--- src/rtl/key_scanner_pkg.sv ---
// key_scanner_pkg: shared types and constants for the key scanner.
//   - scan_state_e : note gate FSM states (IDLE, PLAY, TAIL)
//   - NUM_NOTES    : number of note keys (bits 0..6 of the button bus)
//   - SUSTAIN_BIT  : position of the sustain pedal key on the button bus
//   - lowest_note  : priority encoder returning the lowest pressed note index
package key_scanner_pkg;

  typedef enum logic [1:0] {
    IDLE = 2'd0,
    PLAY = 2'd1,
    TAIL = 2'd2
  } scan_state_e;

  localparam int NUM_NOTES   = 7;
  localparam int SUSTAIN_BIT = 7;

  // Lowest set index wins; scanning downwards lets the lowest bit overwrite.
  function automatic logic [2:0] lowest_note(input logic [NUM_NOTES-1:0] notes);
    logic [2:0] idx;
    idx = 3'd0;
    for (int i = NUM_NOTES - 1; i >= 0; i--) begin
      if (notes[i]) begin
        idx = 3'(i);
      end
    end
    return idx;
  endfunction

endpackage

--- src/rtl/key_debounce.sv ---
// key_debounce: one push-button channel.
//   Two-flop synchronizer on the raw active-low button, inversion to
//   active-high, then a stability counter that flips the debounced level
//   once the synchronized level has disagreed with it for DEBOUNCE_CYCLES
//   consecutive cycles.
// Ports:
//   clk    - system clock, rising edge
//   rst    - synchronous active-high reset
//   btn_n  - raw asynchronous button, active-low
//   key_db - debounced key state, active-high (registered)
module key_debounce #(
  parameter int DEBOUNCE_CYCLES = 500000
) (
  input  logic clk,
  input  logic rst,
  input  logic btn_n,
  output logic key_db
);

  localparam int CNT_W = ($clog2(DEBOUNCE_CYCLES) < 1) ? 1 : $clog2(DEBOUNCE_CYCLES);
  localparam logic [CNT_W-1:0] CNT_LAST = CNT_W'(DEBOUNCE_CYCLES - 1);

  logic             sync1_r;
  logic             sync2_r;
  logic [CNT_W-1:0] cnt_r;
  logic             key_db_r;

  logic             pressed_s;
  logic             differ_s;
  logic [CNT_W-1:0] cnt_next_s;
  logic             key_next_s;

  assign pressed_s = ~sync2_r;
  assign differ_s  = pressed_s ^ key_db_r;
  assign key_db    = key_db_r;

  // Debounce counter and toggle decision; any agreeing cycle restarts the count.
  always_comb begin
    cnt_next_s = cnt_r;
    key_next_s = key_db_r;
    if (differ_s) begin
      if (cnt_r == CNT_LAST) begin
        key_next_s = ~key_db_r;
        cnt_next_s = {CNT_W{1'b0}};
      end else begin
        key_next_s = key_db_r;
        cnt_next_s = cnt_r + CNT_W'(1);
      end
    end else begin
      cnt_next_s = {CNT_W{1'b0}};
    end
  end

  // Synchronizer, counter and debounced level registers (reset = released).
  always_ff @(posedge clk) begin
    if (rst) begin
      sync1_r  <= 1'b1;
      sync2_r  <= 1'b1;
      cnt_r    <= {CNT_W{1'b0}};
      key_db_r <= 1'b0;
    end else begin
      sync1_r  <= btn_n;
      sync2_r  <= sync1_r;
      cnt_r    <= cnt_next_s;
      key_db_r <= key_next_s;
    end
  end

endmodule

--- src/rtl/key_scanner.sv ---
// key_scanner: debounced 7-note keyboard with sustain pedal driving a
// note gate for a downstream tone generator.
//   Eight key_debounce channels clean up the raw buttons; the lowest held
//   note is selected; a three-state FSM (IDLE/PLAY/TAIL) produces a
//   registered gate with a release tail that the sustain key can hold open.
// Ports:
//   clk         - system clock, rising edge
//   rst         - synchronous active-high reset
//   btn[7:0]    - raw buttons, active-low; 0..6 notes, 7 sustain
//   keys_db     - debounced key state, active-high
//   note_idx    - current note index 0..6
//   note_on     - gate, high while the note sounds
//   note_strobe - one-cycle pulse on gate rise or note index change
module key_scanner
  import key_scanner_pkg::*;
#(
  parameter int DEBOUNCE_CYCLES = 500000,
  parameter int RELEASE_CYCLES  = 2000000
) (
  input  logic       clk,
  input  logic       rst,
  input  logic [7:0] btn,
  output logic [7:0] keys_db,
  output logic [2:0] note_idx,
  output logic       note_on,
  output logic       note_strobe
);

  localparam int TAIL_W = ($clog2(RELEASE_CYCLES) < 1) ? 1 : $clog2(RELEASE_CYCLES);
  localparam logic [TAIL_W-1:0] TAIL_LAST = TAIL_W'(RELEASE_CYCLES - 1);

  logic [7:0]           keys_db_s;
  logic [NUM_NOTES-1:0] notes_s;
  logic                 any_note_s;
  logic                 sustain_s;
  logic [2:0]           sel_idx_s;

  scan_state_e          state_r;
  scan_state_e          state_s;
  logic [2:0]           note_idx_r;
  logic [2:0]           note_idx_s;
  logic                 note_on_r;
  logic                 note_on_s;
  logic                 note_strobe_r;
  logic                 note_strobe_s;
  logic [TAIL_W-1:0]    tail_cnt_r;
  logic [TAIL_W-1:0]    tail_cnt_s;

  for (genvar g = 0; g < 8; g++) begin : g_key
    key_debounce #(
      .DEBOUNCE_CYCLES(DEBOUNCE_CYCLES)
    ) u_key_debounce (
      .clk    (clk),
      .rst    (rst),
      .btn_n  (btn[g]),
      .key_db (keys_db_s[g])
    );
  end

  assign notes_s    = keys_db_s[NUM_NOTES-1:0];
  assign any_note_s = |notes_s;
  assign sustain_s  = keys_db_s[SUSTAIN_BIT];
  assign sel_idx_s  = lowest_note(notes_s);

  assign keys_db     = keys_db_s;
  assign note_idx    = note_idx_r;
  assign note_on     = note_on_r;
  assign note_strobe = note_strobe_r;

  // Gate FSM: next state and next values of every registered output.
  always_comb begin
    state_s       = state_r;
    note_idx_s    = note_idx_r;
    note_on_s     = note_on_r;
    note_strobe_s = 1'b0;
    tail_cnt_s    = tail_cnt_r;
    case (state_r)
      IDLE: begin
        if (any_note_s) begin
          state_s       = PLAY;
          note_idx_s    = sel_idx_s;
          note_on_s     = 1'b1;
          note_strobe_s = 1'b1;
        end else begin
          note_on_s = 1'b0;
        end
      end
      PLAY: begin
        note_on_s = 1'b1;
        if (any_note_s) begin
          note_idx_s    = sel_idx_s;
          note_strobe_s = (sel_idx_s != note_idx_r);
        end else begin
          state_s    = TAIL;
          tail_cnt_s = {TAIL_W{1'b0}};
        end
      end
      TAIL: begin
        // A new press outranks tail expiry, so the gate never drops on a retrigger.
        if (any_note_s) begin
          state_s       = PLAY;
          note_idx_s    = sel_idx_s;
          note_on_s     = 1'b1;
          note_strobe_s = 1'b1;
        end else if (tail_cnt_r == TAIL_LAST) begin
          state_s    = IDLE;
          note_on_s  = 1'b0;
          tail_cnt_s = {TAIL_W{1'b0}};
        end else if (sustain_s) begin
          note_on_s  = 1'b1;
          tail_cnt_s = {TAIL_W{1'b0}};
        end else begin
          note_on_s  = 1'b1;
          tail_cnt_s = tail_cnt_r + TAIL_W'(1);
        end
      end
      default: begin
        state_s    = IDLE;
        note_idx_s = 3'd0;
        note_on_s  = 1'b0;
        tail_cnt_s = {TAIL_W{1'b0}};
      end
    endcase
  end

  // FSM state, tail counter and registered outputs.
  always_ff @(posedge clk) begin
    if (rst) begin
      state_r       <= IDLE;
      note_idx_r    <= 3'd0;
      note_on_r     <= 1'b0;
      note_strobe_r <= 1'b0;
      tail_cnt_r    <= {TAIL_W{1'b0}};
    end else begin
      state_r       <= state_s;
      note_idx_r    <= note_idx_s;
      note_on_r     <= note_on_s;
      note_strobe_r <= note_strobe_s;
      tail_cnt_r    <= tail_cnt_s;
    end
  end

endmodule

--- config.mk ---
export PLATFORM = sky130hd
export DESIGN_NAME = key_scanner
export DESIGN_NICKNAME = d
export VERILOG_FILES = /design/src/rtl/key_scanner_pkg.sv /design/src/rtl/key_debounce.sv /design/src/rtl/key_scanner.sv
export SDC_FILE = /design/constraint.sdc
export NUM_CORES = 1
export LEC_CHECK = 0
export CORE_MARGIN = 1.5
export CORE_UTILIZATION = 48
export CTS_BUF_LIST = sky130_fd_sc_hd__clkbuf_16
export DETAILED_ROUTE_END_ITERATION = 10
export SLEW_MARGIN = 20
export SYNTH_ARGS = -nofsm -noshare
export SYNTH_HDL_FRONTEND = slang
export SYNTH_SLANG_ARGS = --single-unit
--- constraint.sdc ---
create_clock -name clk -period 2.4 [get_ports clk]
set_input_delay 0.72 -clock clk [delete_from_list [all_inputs] [get_ports clk]]
set_output_delay 0.72 -clock clk [all_outputs]
set_load 0.01 [all_outputs]
After elaboration in Yosys (flattened, before gate mapping)
Cells that the tools add are included.

Add/sub/neg operators: 9. Eq/ne operators: 16. Muxes and demuxes: 23. Bitwise logic cells: 34. Reductions and logical operators: 23.

Operators with widths (count): 19-bit by 1-bit adder with 19-bit output, second input constant (8); 19-bit equality test, second input constant (8); 21-bit two-way mux (4); 21-bit case mux with 3 select lines (1); 3-bit OR reduction (9); 1-bit NOT (26); 21-bit by 1-bit adder with 21-bit output, second input constant (1); 21-bit equality test, second input constant (1); 3-bit two-way mux (7); 2-bit AND reduction (8); 2-bit two-way mux (4); 1-bit XOR (8); 7-bit OR reduction (1); 2-bit != test, second input constant (3); 2-bit case mux with 3 select lines (1); 3-bit AND reduction (2); 1-bit two-way mux (4); 2-bit OR reduction (2); 3-bit != test (1); 3-bit != test, second input constant (1); 1-bit case mux with 3 select lines (1); 2-bit by 1-bit equality test with 1-bit output, second input constant (1); 2-bit equality test, second input constant (1); 2-bit zero test (1); 1-bit case mux with 2 select lines (1).

Flip-flop bits (word level): 204. Input port bits: 10. Output and inout bits: 13. Logic and storage cells: 142.

Longest topological paths before layout
Gate-level depths: netlist of the first run.

Depth in word-level cells: 10. Mapped depth: 8. Gate-level depth less buffers: 6.

Cells and area by module
Synthesis of the first run repeated with hierarchy kept, for this count alone.

Cells, all modules: 1030. Area total of the unflattened synthesis: 9213.8 um^2.

By module, submodules not included: key_debounce (instances 8, cells each 108, area each 969.7 um^2); key_scanner (instances 1, cells each 166, area each 1456.4 um^2).

Worst setup path after synthesis of the first run
No wires, ideal clock.

Path type: reg2reg. From: register g_key[3].u_key_debounce.cnt_r[6]. To: register g_key[3].u_key_debounce.cnt_r[11]. Library setup time: 115 ps. Arrival: 2040 ps. Data required time: 2285 ps. Slack: 245 ps. Cell stages (with the launch flop): 8. Path buffers: 2. Period minus slack after synthesis: 2155 ps. Path through: dfxtp_1 > or4_1 > or4_1 > nor4_2 > or3_1 > buf_6 > buf_12 > nor2_1.

Cells in the longest elaborated chain, start to end: 2. Elaborated cells on any way between the ends: 3. Those cells by class: 1 x add/sub; 1 x eq/ne; 1 x reduce/logical.

RTL lines: from (decl) (RTL line key_debounce.sv:25) `logic [CNT_W-1:0] cnt_r;`; from (signal assigned) (RTL line key_debounce.sv:59) `cnt_r <= {CNT_W{1'b0}};`; from (signal assigned) (RTL line key_debounce.sv:64) `cnt_r <= cnt_next_s;`; parallel branches: the longest is 2 deep, another holds 19-bit by 1-bit adder with 19-bit output.

Several ways; the timed one is not identified. A chain may end at the register's enable or synchronous reset.

Final worst setup path of the first run
From: register g_key[2].u_key_debounce.key_db_r. To: output keys_db[2].

RTL lines: from (decl) (RTL line key_debounce.sv:26) `logic key_db_r;`; from (signal assigned) (RTL line key_debounce.sv:65) `key_db_r <= key_next_s;`; to (decl) (RTL line key_scanner.sv:23) `output logic [7:0] keys_db,`.

No word-level cell between the ends.

==> impl_metrics.py, run 1 <==
metrics = {
    "grt": {
        "top_usage_layer": "met2",
        "grt_max_degree": 37,
        "antenna_found_initial": 0,
        "grt_use_total": 0.162,
        "grt_use_met1": 0.225,
        "grt_use_met2": 0.258,
        "grt_remaining_overflow": 0,
        "grt_pass1_wl_mm": 27.0,
        "grt_pass1_vias": 5876,
        "use_met3": 0.0339,
    },
    "synthesis": {
        "yosys-top-cells-area": "dfxtp_1, nor2_1, xnor2_1",
        "synth_largest_area_cell": "dfxtp_1",
        "synth_edf_count": 0,
        "synth_ff_type": "dfxtp_1",
        "synth-seq-cells": 204,
        "synth_top_area_frac": 0.464,
        "ys_warn_count": 0,
        "synth_nets": 1034,
        "synth_seq_area_share": 0.464,
        "synthCells": 1015,
        "yosysUniqueCellTypes": 44,
        "syn-cell-area_um2": 8790,
        "ys_async_sr_fraction": 0,
        "synth_area_per_cell_um2": 8.66,
    },
    "cts": {
        "clk_latency_ps": 500,
        "htreeDepth": 1,
        "cts_sinks": 204,
        "path_clk_slew_ps": 60,
        "tritoncts": "done",
        "cts-root-buf": "clkbuf_16",
        "postCtsHoldBufs": 0,
        "cts_made_buffers": 23,
        "cts_buffer_depth": 3,
    },
    "worst_setup_path": {
        "critPathBufInv": 2,
        "crit_path_start_kind": "flop",
        "crit_chain": "buf_4 > clkdlybuf4s50_1",
        "worstSetupEndpointType": "output pin",
        "worst-endpoint-arrival_ps": 1570,
        "cp.required_ps": 1680,
        "ff2ff_setup_slack_ps": 190,
        "crit_path_top_delay_cell": "clkdlybuf4s50_1",
        "cp_max_fo": 6,
        "crit_path_max_incr_delay_ps": 540,
        "ff2ff_path_depth": 6,
        "crit_cells": 2,
        "cpLargestDelayFamily": "buffers and inverters",
        "critPathKind": "flop to output pin",
    },
    "timing": {
        "finalHoldViolCount": 0,
        "whs_ps": 405,
        "min_period_ps": 2290,
        "fin_skew_ps": 15.9,
        "finalCritPeriodShare": 0.956,
        "fmax_ghz": 0.436,
        "fin_tns_setup_ps": 0,
        "rsz0062_at_grt": "no",
        "slew_viol_final": 0,
        "setup_viol_count_final": 0,
        "slew_headroom": 0.580,
        "worst_slew_pin_slew_ps": 626,
    },
    "route": {
        "routed_wl_mm": 15.6,
        "antenna_left": 0,
        "detail_route.wl_per_cell_um": 12.1,
        "drt_iter0_drc": 283,
        "firstDrtPassIters": 4,
        "vias": 6484,
        "viasPerCell": 5.03,
        "drc": 0,
    },
    "floorplanning": {
        "floorplan.initialDensity": 0.490,
        "boundaryPins": 23,
        "std_cell_rows": 49,
        "chipHeight_um": 138,
        "die_w_um": 138,
        "coreArea_um2": 18000,
        "design.die.area_um2": 19100,
    },
    "layout": {
        "ff_latch_area_um2": 4090,
        "multiInputGateArea_um2": 4410,
        "antenna_cells": 0,
        "drive_gt1_frac": 0.0763,
        "num-fill-cells": 1660,
        "synthToLayoutAreaGrowth_pct": 13.9,
        "fin_nets": 1066,
    },
    "run_status": {
        "status": "finished clean",
    },
    "job": {
        "cap_violations": 0,
    },
    "power_and_ir_drop": {
        "ir_drop_uv": 528,
        "power_density_nw_per_um2": 675,
        "leakage_nw": 3.22,
        "total_power_mw": 6.76,
    },
    "min_path": {
        "min_path_cells": 1,
        "hp-class": "flop to flop",
    },
    "placement": {
        "io_buffers": 22,
        "gp_congestion": 0.800,
        "hpwl_mm": 10.6,
    },
}
[stage by stage]
stage          utilization  cells  area, um^2  setup slack (ps)
6_report             0.557   1290       10000               105
5_1_grt              0.557   1290       10000              45.3
4_1_cts              0.557   1290       10000              30.1
3_5_place_dp         0.518   1251        9310               196
3_3_place_gp         0.518   1251        9310               213
2_1_floorplan            -   1015        8790               245
[cell families after synthesis]
kind of cell / share of synthesized area
flip-flops: 0.464
XOR/XNOR: 0.162
AO/OA/AOI/OAI: 0.0169
buffers and inverters: 0.0341
AND/OR/NAND/NOR: 0.302
adder cells (fa/ha/maj): 0.0128
multiplexers: 0.00697
[power by group]
part | internal [mW] | switching [mW]
clock | 1.94 | 1.32
combinational | 0.0405 | 0.0453
sequential | 3.40 | 0.00887
total | 5.39 | 1.37
[sequential cells by signal, summed over array words and instances (netlist names)]
register / count
g_key.u_key_debounce.cnt_r: 152
tail_cnt_r: 21
g_key.u_key_debounce.key_db: 8
g_key.u_key_debounce.sync1_r: 8
g_key.u_key_debounce.sync2_r: 8
note_idx: 3
state_r: 2
note_on: 1
note_strobe: 1
[area by class of cell]
type	count	area share
multi-input combinational	746	0.440
sequential	204	0.408
clock buffer	23	0.0575
timing repair buffer	44	0.0425
tap	229	0.0286
clock inverter	16	0.0124
inverter	28	0.0105
[cells in the mapped netlist, types with 19 or more instances]
cell,number
nor4_1,23
nand2_1,58
xnor2_1,82
and3_1,19
clkbuf_1,21
xor2_1,81
dfxtp_1,204
nor3_1,26
nand3_1,70
or2_2,20
inv_1,28
nand4_1,44
nor2_1,226
[worst paths after layout]
kind                                                       start                          endpoint
worst max-delay path              g_key[2].u_key_debounce.key_db                        keys_db[2]
worst min-delay path             g_key[2].u_key_debounce.sync1_r   g_key[2].u_key_debounce.sync2_r
worst max register to register  g_key[3].u_key_debounce.cnt_r[6]  g_key[3].u_key_debounce.cnt_r[4]
worst min register to register   g_key[2].u_key_debounce.sync1_r   g_key[2].u_key_debounce.sync2_r
[what timing repair did]
item | in CTS | in global routing
setup buffers | 0 | 0
gates resized for setup | 0 | 3
endpoints found under the setup margin | 0 | 3
[worst reg2reg max path, cell delays in order (launching register included)]
cell and delay (ps):
dfxtp_1 330, or4_1 510, or4_1 490, nor4_2 370
or3_1 170, buf_4 170, nor2_1 60
[per-layer routing]
metal	wire length, um	vias to the layer above	share of wire
li1	-	3470	-
met1	8090	2915	0.52
met2	6670	76	0.43
met3	618	23	0.040
met4	246	0	0.016
met5	0	-	0
[cell usage in the layout, fill, tap and decap left out, drive strengths merged, types with 23 or more instances in the layout]
master / instances
inv: 32
dfxtp: 204
nor3: 26
nand2: 58
nor4: 25
nor2: 226
nand4: 44
xor2: 81
clkbuf: 23
nand3: 70
xnor2: 82
(Power assumes the default switching activity.)
==> run 2, diff against run 1 <==
--- a/config.mk
+++ b/config.mk
@@ -6,9 +6,10 @@
 export NUM_CORES = 1
 export LEC_CHECK = 0
 export CORE_MARGIN = 1.5
-export CORE_UTILIZATION = 48
+export CORE_UTILIZATION = 55
 export CTS_BUF_LIST = sky130_fd_sc_hd__clkbuf_16
 export DETAILED_ROUTE_END_ITERATION = 10
+export PLACE_DENSITY = 0.72
 export SLEW_MARGIN = 20
 export SYNTH_ARGS = -nofsm -noshare
 export SYNTH_HDL_FRONTEND = slang
==> impl_metrics.py, run 2 (synthesis gave the netlist of run 1 again) <==
metrics = {
    "timing": {
        "rsz0062_at_grt": "no",
        "finalCritPeriodShare": 0.962,
        "worst_slew_pin_slew_ps": 625,
        "setup_viol_count_final": 0,
        "fin_tns_setup_ps": 0,
        "slew_viol_final": 0,
        "fmax_ghz": 0.433,
        "whs_ps": 407,
        "min_period_ps": 2310,
        "fin_skew_ps": 13.6,
        "slew_headroom": 0.580,
        "finalHoldViolCount": 0,
    },
    "floorplanning": {
        "coreArea_um2": 15800,
        "design.die.area_um2": 16800,
        "chipHeight_um": 129,
        "boundaryPins": 23,
        "std_cell_rows": 46,
        "floorplan.initialDensity": 0.558,
        "die_w_um": 129,
    },
    "layout": {
        "final_common_cell": "nor2_1",
        "antenna_cells": 0,
        "fin_nets": 1063,
        "largest_reg_flops": 152,
        "num-fill-cells": 1367,
        "design_area_um2": 10000,
        "drive_gt1_frac": 0.0737,
        "fin_util": 0.636,
        "synthToLayoutAreaGrowth_pct": 14.0,
        "regMostFlops": "g_key.u_key_debounce.cnt_r",
        "mostFrequentLayoutCells": "nor2_1, dfxtp_1, xnor2_1, xor2_1, nand3_1",
        "multiInputGateArea_um2": 4410,
        "ff_latch_area_um2": 4090,
        "reg_top3": "g_key.u_key_debounce.cnt_r (152), tail_cnt_r (21)",
    },
    "route": {
        "detail_route.wl_per_cell_um": 12.2,
        "met2_wirelength_mm": 7.19,
        "wl_met1_mm": 7.43,
        "met3_length_um": 585,
        "drc": 0,
        "firstDrtPassIters": 4,
        "viasPerCell": 5.16,
        "routed_wl_mm": 15.5,
        "antenna_left": 0,
        "top_layer_used": "met4",
        "vias": 6569,
        "drt_iter0_drc": 299,
    },
    "cts": {
        "cts-root-buf": "clkbuf_16",
        "post-cts-setup-buffer-count": 0,
        "clk_latency_ps": 500,
        "postCtsHoldBufs": 0,
        "path_clk_slew_ps": 60,
        "tritoncts": "done",
        "cts_resized": 0,
        "cts_made_buffers": 22,
        "cts_sinks": 204,
        "cts_buffer_depth": 3,
        "htreeDepth": 1,
    },
    "placement": {
        "placed_area_um2": 9250,
        "io_buffers": 22,
        "hpwl_mm": 10.2,
        "gp_congestion": 0.789,
    },
    "worst_setup_path": {
        "worstSetupEndpointType": "output pin",
        "worst-endpoint-arrival_ps": 1590,
        "cp_max_fo": 6,
        "critPathKind": "flop to output pin",
        "crit_path_start_kind": "flop",
        "cp.required_ps": 1680,
    },
    "job": {
        "cap_violations": 0,
    },
    "grt": {
        "grt_remaining_overflow": 0,
        "grt_max_degree": 37,
        "grt_pass1_wl_mm": 27.4,
        "grt_use_total": 0.195,
        "antenna_found_initial": 0,
        "grt_pass1_vias": 6112,
    },
    "power_and_ir_drop": {
        "leakage_nw": 3.21,
        "power_density_nw_per_um2": 704,
        "ir_drop_uv": 597,
    },
    "min_path": {
        "hp-class": "flop to flop",
    },
    "run_status": {
        "status": "finished clean",
    },
}
run 2: area by class of cell:
type | count | area share
tap | 216 | 0.0270
clock buffer | 23 | 0.0574
timing repair buffer | 42 | 0.0382
sequential | 204 | 0.408
clock inverter | 15 | 0.0195
multi-input combinational | 746 | 0.440
inverter | 28 | 0.0105
run 2: final timing paths:
check | start | to | slack, ps | cells past startpoint
worst max-delay path | g_key[2].u_key_debounce.key_db | keys_db[2] | 90 | 2
worst min-delay path | g_key[7].u_key_debounce.sync1_r | g_key[7].u_key_debounce.sync2_r | 410 | 1
worst max register to register | g_key[3].u_key_debounce.cnt_r[6] | g_key[3].u_key_debounce.cnt_r[12] | 180 | 6
worst min register to register | g_key[7].u_key_debounce.sync1_r | g_key[7].u_key_debounce.sync2_r | 410 | 1
run 2: where the power goes:
part	switching (mW)	internal [mW]
clock	1.30	2.26
sequential	0.00873	3.40
combinational	0.0451	0.0372
run 2: critical path: stages (launching register included):
cell	delay [ps]
dfxtp_1	370
buf_4	180
clkdlybuf4s50_1	540
run 2: routing by layer:
layer  global-route usage  vias to the layer above
li1                     -                     3469
met1                0.252                     2983
met2                0.337                       91
met3               0.0334                       26
met4               0.0503                        0
met5                    0                        -
run 2: through the flow:
stage	instances	setup slack, ps	power [mW]
3_3_place_gp	1236	202	3.57
5_1_grt	1274	32.1	7.28
2_1_floorplan	1015	245	3.53
6_report	1274	90.9	7.06
3_5_place_dp	1236	188	3.57
4_1_cts	1274	56.5	7.14
==> run 3, diff against run 2 <==
--- a/config.mk
+++ b/config.mk
@@ -5,12 +5,12 @@
 export SDC_FILE = /design/constraint.sdc
 export NUM_CORES = 1
 export LEC_CHECK = 0
-export CORE_MARGIN = 1.5
+export CORE_MARGIN = 2
 export CORE_UTILIZATION = 55
 export CTS_BUF_LIST = sky130_fd_sc_hd__clkbuf_16
 export DETAILED_ROUTE_END_ITERATION = 10
-export PLACE_DENSITY = 0.72
-export SLEW_MARGIN = 20
+export DONT_BUFFER_PORTS = 1
+export PLACE_DENSITY = 0.7
 export SYNTH_ARGS = -nofsm -noshare
 export SYNTH_HDL_FRONTEND = slang
 export SYNTH_SLANG_ARGS = --single-unit
==> impl_metrics.py, run 3 (synthesis gave the netlist of run 1 again) <==
metrics = {
    "run_status": {
        "status": "finished clean",
    },
    "timing": {
        "worst_slew_pin_slew_ps": 591,
        "fin_tns_setup_ps": 0,
        "setup_slack_ps": 128,
        "finalCritPeriodShare": 0.947,
        "rsz0062_at_grt": "no",
        "finalHoldViolCount": 0,
        "slew_headroom": 0.603,
        "min_period_ps": 2270,
        "slew_viol_final": 0,
        "setup_viol_count_final": 0,
        "fmax_ghz": 0.440,
        "fin_skew_ps": 15.4,
    },
    "floorplanning": {
        "floorplan.initialDensity": 0.558,
        "design.die.area_um2": 17000,
        "std_cell_rows": 46,
        "die_w_um": 130,
        "chipHeight_um": 130,
        "boundaryPins": 23,
        "coreArea_um2": 15800,
    },
    "layout": {
        "drive_gt1_frac": 0.0777,
        "reg_top3": "g_key.u_key_debounce.cnt_r (152), tail_cnt_r (21)",
        "final_common_cell": "nor2_1",
        "antenna_cells": 0,
        "fin_util": 0.620,
        "regMostFlops": "g_key.u_key_debounce.cnt_r",
        "stdcell_count": 1259,
        "mostFrequentLayoutCells": "nor2_1, dfxtp_1, xnor2_1, xor2_1, nand3_1",
        "fin_nets": 1046,
        "synthToLayoutAreaGrowth_pct": 11.2,
        "largest_reg_flops": 152,
    },
    "route": {
        "met2_wirelength_mm": 7.33,
        "met3_length_um": 455,
        "drt_iter0_drc": 311,
        "vias": 6551,
        "viasPerCell": 5.20,
        "detail_route.wl_per_cell_um": 12.6,
        "antenna_left": 0,
        "drc": 0,
        "routed_wl_mm": 15.8,
        "firstDrtPassIters": 4,
        "wl_met1_mm": 7.70,
        "top_layer_used": "met4",
    },
    "power_and_ir_drop": {
        "ir_drop_uv": 670,
        "power_density_nw_per_um2": 699,
        "leakage_nw": 3.13,
    },
    "worst_setup_path": {
        "cp_max_fo": 13,
        "crit_top_cell": "or4_1",
        "rr_startpoint": "g_key[3].u_key_debounce.cnt_r[6]",
        "crit_path_max_incr_delay_ps": 510,
        "ff2ff_path_depth": 6,
        "rr_endpoint": "g_key[3].u_key_debounce.cnt_r[12]",
        "worst-endpoint-arrival_ps": 2650,
        "crit_path_end": "g_key[3].u_key_debounce.cnt_r[12]",
        "ff2ff_setup_slack_ps": 130,
        "crit_path_start_kind": "flop",
        "worstSetupEndpointType": "flop",
        "critPathKind": "flop to flop",
        "cpLargestDelayFamily": "simple AND/OR/NAND/NOR gates",
        "crit_cells": 6,
        "crit_chain": "or4_1 > or4_1 > nor4_2 > or3_1 > buf_4 > nor2_1",
        "critPathBufInv": 1,
        "crit_path_top_delay_cell": "or4_1",
        "setup.worst_path.start": "g_key[3].u_key_debounce.cnt_r[6]",
        "cp.required_ps": 2770,
    },
    "placement": {
        "hpwl_mm": 10.6,
        "post-place-ws_ps": 164,
        "dp.cells": 1218,
        "io_buffers": 0,
        "gp_congestion": 0.814,
    },
    "cts": {
        "path_clk_slew_ps": 60,
        "cts-root-buf": "clkbuf_16",
        "tritoncts": "done",
        "post-cts-setup-buffer-count": 0,
        "cts_buffer_depth": 3,
        "postCtsHoldBufs": 0,
        "cts_resized": 0,
        "cts_made_buffers": 23,
        "htreeDepth": 1,
        "clk_latency_ps": 500,
        "cts_sinks": 204,
    },
    "min_path": {
        "hp-class": "input pin to flop",
    },
    "grt": {
        "grt_use_total": 0.188,
        "grt_max_degree": 37,
        "grt_pass1_vias": 6082,
        "antenna_found_initial": 0,
        "grt_remaining_overflow": 0,
        "grt_pass1_wl_mm": 27.0,
    },
    "job": {
        "cap_violations": 0,
    },
}
run 3: where the power goes:
group | internal [mW] | leakage, nW | switching [mW] | total, mW
logic | 0.0231 | 1.11 | 0.0351 | 0.0582
clock network | 2.06 | 0.372 | 1.31 | 3.37
registers | 3.40 | 1.65 | 0.00957 | 3.41
total | 5.48 | 3.13 | 1.36 | 6.84
run 3: worst min path at each step:
stage                                     from  cells after the start                         endpoint
4_1_cts                                    rst                      1   g_key[4].u_key_debounce.key_db
6_report                                   rst                      1   g_key[4].u_key_debounce.key_db
3_5_place_dp   g_key[3].u_key_debounce.sync1_r                      1  g_key[3].u_key_debounce.sync2_r
3_3_place_gp   g_key[5].u_key_debounce.sync1_r                      1  g_key[5].u_key_debounce.sync2_r
5_1_grt                                    rst                      1   g_key[1].u_key_debounce.key_db
2_1_floorplan  g_key[0].u_key_debounce.sync1_r                      1  g_key[0].u_key_debounce.sync2_r
run 3: cell type report:
type                       count  area (um^2)
fill                        1376         5990
multi-input combinational    746         4410
sequential                   204         4080
clock buffer                  23          576
tap                          216          270
timing repair buffer          24          180
clock inverter                18          158
inverter                      28          105
run 3: per-stage QoR:
step                instance area, um^2  total power [mW]  hold WS (ps)
finish                             9780              6.84           296
global placement                   9050              3.55           392
CTS                                9780              6.93           274
floorplan                          8790              3.53           389
global route                       9780              7.07           277
detailed placement                 9050              3.55           397
run 3: metal layers:
| metal | up-vias | GRT usage |
|---|---|---|
| met5 | - | 0 |
| met4 | 0 | 0.0482 |
| met3 | 27 | 0.0346 |
| met2 | 58 | 0.325 |
| met1 | 3034 | 0.245 |
| li1 | 3432 | - |
